==> src/rtl/gp_outpad_word_driver_pkg.sv <==
// Shared types and defaults for the general-purpose outpad word driver.
// Imported by the top level and the bench.
package gp_outpad_pkg;

  localparam int DEF_NUM_PADS   = 8;
  localparam int DEF_FIFO_DEPTH = 4;

  typedef logic [DEF_NUM_PADS-1:0] pad_word_t;

  typedef enum logic {
    IDLE = 1'b0,
    HOLD = 1'b1
  } drv_state_e;

endpackage

==> src/rtl/gp_outpad_word_driver_if.sv <==
// Pad-word input stream.
// valid/ready: a word transfers on a rising clk edge where in_valid and
// in_ready are both high; in_data must stay stable while in_valid=1 and in_ready=0.
interface gp_outpad_word_driver_if #(
  parameter int NUM_PADS = 8
) ();

  logic                in_valid;
  logic                in_ready;
  logic [NUM_PADS-1:0] in_data;

  modport master (
    output in_valid,
    output in_data,
    input  in_ready
  );

  modport slave (
    input  in_valid,
    input  in_data,
    output in_ready
  );

endinterface

==> src/rtl/gp_outpad_word_driver_fifo.sv <==
// Synchronous circular-buffer FIFO for pad words.
// DEPTH must be a power of two so the pointers wrap on their own.
module gp_outpad_word_fifo #(
  parameter int WIDTH = 8,
  parameter int DEPTH = 4,
  localparam int AW   = $clog2(DEPTH),
  localparam int CW   = $clog2(DEPTH) + 1
) (
  input  logic             clk,
  input  logic             reset_n,
  input  logic             push,
  input  logic [WIDTH-1:0] push_data,
  input  logic             pop,
  output logic [WIDTH-1:0] pop_data,
  output logic [CW-1:0]    count,
  output logic             full,
  output logic             empty
);

  logic [WIDTH-1:0] r_mem [DEPTH];
  logic [AW-1:0]    r_wr_ptr;
  logic [AW-1:0]    r_rd_ptr;
  logic [CW-1:0]    r_count;
  logic             w_do_push;
  logic             w_do_pop;

  assign full      = (r_count == CW'(DEPTH));
  assign empty     = (r_count == '0);
  assign count     = r_count;
  assign pop_data  = r_mem[r_rd_ptr];
  assign w_do_push = push & ~full;
  assign w_do_pop  = pop & ~empty;

  always_ff @(posedge clk) begin
    if (w_do_push) begin
      r_mem[r_wr_ptr] <= push_data;
    end
  end

  always_ff @(posedge clk) begin
    if (!reset_n) begin
      r_wr_ptr <= '0;
      r_rd_ptr <= '0;
      r_count  <= '0;
    end else begin
      if (w_do_push) begin
        r_wr_ptr <= r_wr_ptr + AW'(1);
      end
      if (w_do_pop) begin
        r_rd_ptr <= r_rd_ptr + AW'(1);
      end
      // Simultaneous push and pop leaves the occupancy unchanged.
      if (w_do_push && !w_do_pop) begin
        r_count <= r_count + CW'(1);
      end else if (w_do_pop && !w_do_push) begin
        r_count <= r_count - CW'(1);
      end
    end
  end

endmodule

==> src/rtl/gp_outpad_word_driver.sv <==
// Drives buffered pad words onto the bottom-side outpad tile pins, holding each
// for hold_cycles+1 cycles, and falls back to idle_value when no word is active.
module gp_outpad_word_driver
  import gp_outpad_pkg::*;
#(
  parameter int NUM_PADS   = DEF_NUM_PADS,
  parameter int FIFO_DEPTH = DEF_FIFO_DEPTH,
  parameter int HOLD_W     = 8,
  parameter int UNDERRUN_W = 8,
  localparam int CW        = $clog2(FIFO_DEPTH) + 1
) (
  input  logic                    clk,
  input  logic                    reset_n,
  input  logic                    enable,
  gp_outpad_word_driver_if.slave  in_if,
  input  logic [HOLD_W-1:0]       hold_cycles,
  input  logic [NUM_PADS-1:0]     idle_value,
  output logic [NUM_PADS-1:0]     pin_outpad,
  output logic                    busy,
  output logic [CW-1:0]           fifo_count,
  output logic [UNDERRUN_W-1:0]   underrun_cnt,
  output drv_state_e              dbg_state
);

  drv_state_e            r_state;
  drv_state_e            w_next_state;
  logic                  r_ready_en;
  logic [HOLD_W-1:0]     r_cnt;
  logic [NUM_PADS-1:0]   r_pin;
  logic [UNDERRUN_W-1:0] r_underrun;
  logic                  w_push;
  logic                  w_pop;
  logic                  w_underrun_inc;
  logic                  w_full;
  logic                  w_empty;
  logic [NUM_PADS-1:0]   w_head;

  // r_ready_en keeps in_ready low through reset and lets it rise one edge later.
  assign in_if.in_ready = r_ready_en & ~w_full;
  assign w_push         = in_if.in_valid & in_if.in_ready;

  gp_outpad_word_fifo #(
    .WIDTH (NUM_PADS),
    .DEPTH (FIFO_DEPTH)
  ) u_fifo (
    .clk       (clk),
    .reset_n   (reset_n),
    .push      (w_push),
    .push_data (in_if.in_data),
    .pop       (w_pop),
    .pop_data  (w_head),
    .count     (fifo_count),
    .full      (w_full),
    .empty     (w_empty)
  );

  always_ff @(posedge clk) begin
    if (!reset_n) begin
      r_state <= IDLE;
    end else begin
      r_state <= w_next_state;
    end
  end

  always_comb begin
    w_next_state   = r_state;
    w_pop          = 1'b0;
    w_underrun_inc = 1'b0;
    case (r_state)
      IDLE: begin
        if (enable && !w_empty) begin
          w_pop        = 1'b1;
          w_next_state = HOLD;
        end
      end
      HOLD: begin
        if (r_cnt != '0) begin
          w_next_state = HOLD;
        end else if (enable && !w_empty) begin
          w_pop        = 1'b1;
          w_next_state = HOLD;
        end else begin
          w_next_state   = IDLE;
          w_underrun_inc = 1'b1;
        end
      end
      default: begin
        w_next_state = IDLE;
      end
    endcase
  end

  always_ff @(posedge clk) begin
    if (!reset_n) begin
      r_ready_en <= 1'b0;
      r_pin      <= '0;
      r_cnt      <= '0;
      r_underrun <= '0;
    end else begin
      r_ready_en <= 1'b1;
      if (w_pop) begin
        r_pin <= w_head;
        r_cnt <= hold_cycles;
      end else if (r_state == HOLD && r_cnt != '0) begin
        r_cnt <= r_cnt - HOLD_W'(1);
      end else if (w_next_state == IDLE) begin
        r_pin <= idle_value;
      end
      if (w_underrun_inc && r_underrun != '1) begin
        r_underrun <= r_underrun + UNDERRUN_W'(1);
      end
    end
  end

  assign pin_outpad   = r_pin;
  assign busy         = (r_state == HOLD);
  assign underrun_cnt = r_underrun;
  assign dbg_state    = r_state;

endmodule

==> src/flat_wrapper.sv <==
// flat-port wrapper written by rule: the top's interface ports become plain ports
module gp_outpad_word_driver_flat import gp_outpad_pkg::*;
#(
  parameter int NUM_PADS   = DEF_NUM_PADS,
  parameter int FIFO_DEPTH = DEF_FIFO_DEPTH,
  parameter int HOLD_W     = 8,
  parameter int UNDERRUN_W = 8,
  localparam int CW        = $clog2(FIFO_DEPTH) + 1
)
  (clk, reset_n, enable, hold_cycles, idle_value, pin_outpad, busy, fifo_count, underrun_cnt, dbg_state, in_if_in_valid, in_if_in_data, in_if_in_ready);
  gp_outpad_word_driver_if #(.NUM_PADS(NUM_PADS)) in_if_i ();
  input  logic clk;
  input  logic reset_n;
  input  logic enable;
  input  logic [HOLD_W-1:0] hold_cycles;
  input  logic [NUM_PADS-1:0] idle_value;
  output logic [NUM_PADS-1:0] pin_outpad;
  output logic busy;
  output logic [CW-1:0] fifo_count;
  output logic [UNDERRUN_W-1:0] underrun_cnt;
  output drv_state_e dbg_state;
  input wire logic [$bits(in_if_i.in_valid)-1:0] in_if_in_valid;
  input wire logic [$bits(in_if_i.in_data)-1:0] in_if_in_data;
  output wire logic [$bits(in_if_i.in_ready)-1:0] in_if_in_ready;
  assign in_if_i.in_valid = in_if_in_valid;
  assign in_if_i.in_data = in_if_in_data;
  assign in_if_in_ready = in_if_i.in_ready;
  gp_outpad_word_driver #(.NUM_PADS(NUM_PADS), .FIFO_DEPTH(FIFO_DEPTH), .HOLD_W(HOLD_W), .UNDERRUN_W(UNDERRUN_W)) u_core (.clk(clk), .reset_n(reset_n), .enable(enable), .in_if(in_if_i), .hold_cycles(hold_cycles), .idle_value(idle_value), .pin_outpad(pin_outpad), .busy(busy), .fifo_count(fifo_count), .underrun_cnt(underrun_cnt), .dbg_state(dbg_state));
endmodule
==> config.mk <==
export PLATFORM = sky130hd
export DESIGN_NAME = gp_outpad_word_driver_flat
export DESIGN_NICKNAME = d
export VERILOG_FILES = /design/src/rtl/gp_outpad_word_driver_pkg.sv /design/src/rtl/gp_outpad_word_driver_if.sv /design/src/rtl/gp_outpad_word_driver_fifo.sv /design/src/rtl/gp_outpad_word_driver.sv /design/src/flat_wrapper.sv
export SDC_FILE = /design/constraint.sdc
export NUM_CORES = 1
export LEC_CHECK = 0
export BUFFER_PORTS_ARGS = -buffer_cell sky130_fd_sc_hd__buf_4
export CORE_ASPECT_RATIO = 1.1
export CORE_UTILIZATION = 50
export CTS_CLUSTER_DIAMETER = 150
export DETAILED_ROUTE_END_ITERATION = 16
export PLACE_DENSITY_LB_ADDON = 0.08
export SYNTH_ARGS = -nofsm -noshare
export SYNTH_HDL_FRONTEND = slang
export SYNTH_SLANG_ARGS = --single-unit
==> constraint.sdc <==
create_clock -name clk -period 2.5 [get_ports clk]
set_input_delay 0.25 -clock clk [delete_from_list [all_inputs] [get_ports clk]]
set_output_delay 0.25 -clock clk [all_outputs]
set_load 0.05 [all_outputs]
==> flow_summary.ini <==
[worst_setup_path]
path_delay_family = simple AND/OR/NAND/NOR gates
cpPeakStageDelay_ps = 650
cp_num_cells = 4
start_kind = flop
rr_startpoint = u_core.r_cnt[2]
ff2ff_path_depth = 4
crit_chain = or4_1, or4_4, or4_1, a21oi_1
required_ps = 2770
cp_max_fo = 15
critical_path_arrival_ps = 2640
cp-end-kind = flop
setup.worst_path.start = u_core.r_cnt[2]
cp_common_cell = or4_1
slowest_stage = or4_4
worstReg2RegEnd = u_core.underrun_cnt[4]
worstPathBufferInverterCount = 0
path_class = reg2reg
crit_path_end = u_core.underrun_cnt[4]
rrSetupSlack_ps = 130

[sta]
min_period_ps = 2371
tns_ps = 0
slew-limit-headroom_pct = 56.61
skew_ps = 7.706
rsz0062_at_grt = false
fmax_ghz = 0.4218
maxSlewViolCount = 0
setup_viol = 0
final-hold-violation-count = 0
period_share_pct = 94.84
worst_pin_slew_ps = 648.4

[power]
powerDensity_mw_per_mm2 = 1158
total_leakage_power_nw = 1.317
p_total_mw = 4.168
peakVddDrop_mv = 0.5726

[place]
place_congestion = 0.7459
numPortBuffers = 49
dp_hpwl_microns = 4229

[yosys]
synthesis.nets = 291
async_reset_ff_share_pct = 0
synth_area_sq_mm = 0.002990
synth-seq-cells = 67
yosysMostFrequentCell = dfxtp_1
syn-instance-count = 254
synth_top_area_cell = edfxtp_1
yosys_warnings = 0
synth_flop_cell = dfxtp_1
synthTopCellsByArea = edfxtp_1 32%, dfxtp_1 23%, mux4_2 6.0%
synth_edf_count = 32
synth_area_per_cell_sq_um = 11.77
synth_top_area_share_pct = 32.13
seq_area_frac_synth_pct = 55.56
ys_types = 52
ys_top_cells_by_count = 35 x dfxtp_1, 32 x edfxtp_1, 25 x a21oi_1

[route]
avgViaCountPerCell = 5.642
drtPass1Iterations = 4
wl_microns = 6151
drc = 0
drt_iter0_drc = 100
postRouteAntennaNets = 0
wl_per_cell_microns = 15.98
num_vias = 2172

[clock_network]
cts_tree = built
worstSkewPairLatency_ps = 340
cts-root-buf = clkbuf_8
post_cts_buffers = 0
cts_resized = 0
clock_path_buffers = 2
clk_pin_slew_ps = 70
cts_hold_buf = 0
cts_inserted_buffers = 9
htreeDepth = 3
cts_sinks = 67

[grt]
antenna_found_initial = 0
grt_use_total_pct = 22.34
grt_pass1_wl_microns = 10260
overflow = 0
grt_max_degree = 24
grt_pass1_vias = 2086

[floorplanning]
num_rows = 29
core-area_sq_mm = 0.005769
die_w_microns = 75.74
start_util_pct = 51.83
die_h_microns = 83.11
io_pins = 50
dieArea_sq_mm = 0.006294

[run]
max_cap_violations = 0

[final_layout]
area_delta_synth_final_pct = 20.38
drive_above_1_share_pct = 30.84
fillers = 485
insertedDiodeCount = 0
nets = 340

[worst_hold_path]
hold_path.class = in2reg

[status]
status = finished clean
cell usage in the layout, fill, tap and decap left out, drive strengths merged, types with 3 or more instances in the layout:
cell / n
inv: 10
nand3: 7
dfxtp: 35
mux4: 8
nand2: 20
and3: 3
buf: 56
edfxtp: 32
and2: 4
o21ai: 14
o31ai: 8
nor4: 3
o31a: 3
or3: 3
a21oi: 25
a31oi: 4
nor3: 3
clkbuf: 11
mux2i: 4
or4: 7
a211oi: 3
ha: 8
nor2: 7
where the power goes:
group / internal (mW) / leakage, nW / switching (mW)
Combinational: 0.688 / 0.651 / 1.05
Sequential: 1.36 / 0.578 / 0.214
Clock: 0.456 / 0.0870 / 0.400
Total: 2.50 / 1.32 / 1.67
routing by layer:
metal	GRT usage [%]	wire length (microns)	part of all wire (%)	vias to the layer above
li1	-	-	-	1056
met1	30.81	2789	45	1045
met2	33.85	2957	48	59
met3	4.733	283	4.6	12
met4	9.596	121	2.0	0
met5	0	0	0	-
flip-flops by register name, summed over array words and instances, names as in the netlist, named ones only:
| signal | count |
|---|---|
| u_core.r_cnt | 8 |
| u_core.u_fifo.count | 3 |
| u_core.u_fifo.r_mem | 32 |
| u_core.pin_outpad | 8 |
| u_core.busy | 1 |
| u_core.underrun_cnt | 8 |
| u_core.u_fifo.r_rd_ptr | 2 |
| u_core.u_fifo.r_wr_ptr | 2 |
| u_core.r_ready_en | 1 |
logic make-up (layout without fill, tap and decap cells):
| group | after synthesis | in the layout | synth area share, % |
|---|---|---|---|
| flip-flops | 67 | 67 | 55.56 |
| AND/OR/NAND/NOR | 67 | 67 | 12.72 |
| AO/OA/AOI/OAI | 66 | 66 | 13.68 |
| buffers and inverters | 28 | 82 | 5.105 |
| multiplexers | 13 | 13 | 7.741 |
| adder cells (fa/ha/maj) | 9 | 9 | 4.017 |
| XOR/XNOR | 4 | 4 | 1.172 |
area by class of cell:
cell class / count / area, sq um / area share (%)
clock buffer: 11 / 131.4 / 3.650
clock inverter: 5 / 53.80 / 1.495
inverter: 10 / 37.54 / 1.043
multi-input combinational: 159 / 1195 / 33.19
sequential: 67 / 1665 / 46.26
tap: 77 / 96.34 / 2.676
timing repair buffer: 56 / 420.4 / 11.68
through the flow:
| step | worst slack (ps) | instance area (sq um) | cells | hold slack [ps] | util [%] |
|---|---|---|---|---|---|
| final | 128.9 | 3600 | 385 | 104.5 | 62.39 |
| after floorplan | 24.86 | 3004 | 254 | 277.7 | - |
| after global placement | 209.8 | 3406 | 369 | 453.2 | 59.03 |
| after global routing | 3.291 | 3600 | 385 | 91.23 | 62.39 |
| after detailed placement | 172.5 | 3406 | 369 | 452.7 | 59.03 |
| after CTS | 133.0 | 3591 | 385 | 95.88 | 62.24 |
worst min-delay path by stage:
| stage | cells after the start | startpoint | endpoint |
|---|---|---|---|
| after floorplan | 0 | reset_n | u_core.r_ready_en |
| after global placement | 1 | in_if_in_data[1] | u_core.u_fifo.r_mem[2][1] |
| after detailed placement | 1 | in_if_in_data[3] | u_core.u_fifo.r_mem[3][3] |
| after CTS | 1 | in_if_in_data[3] | u_core.u_fifo.r_mem[2][3] |
| after global routing | 1 | in_if_in_data[1] | u_core.u_fifo.r_mem[3][1] |
| final | 1 | in_if_in_data[3] | u_core.u_fifo.r_mem[0][3] |
Power figures use the tool's default switching activity.
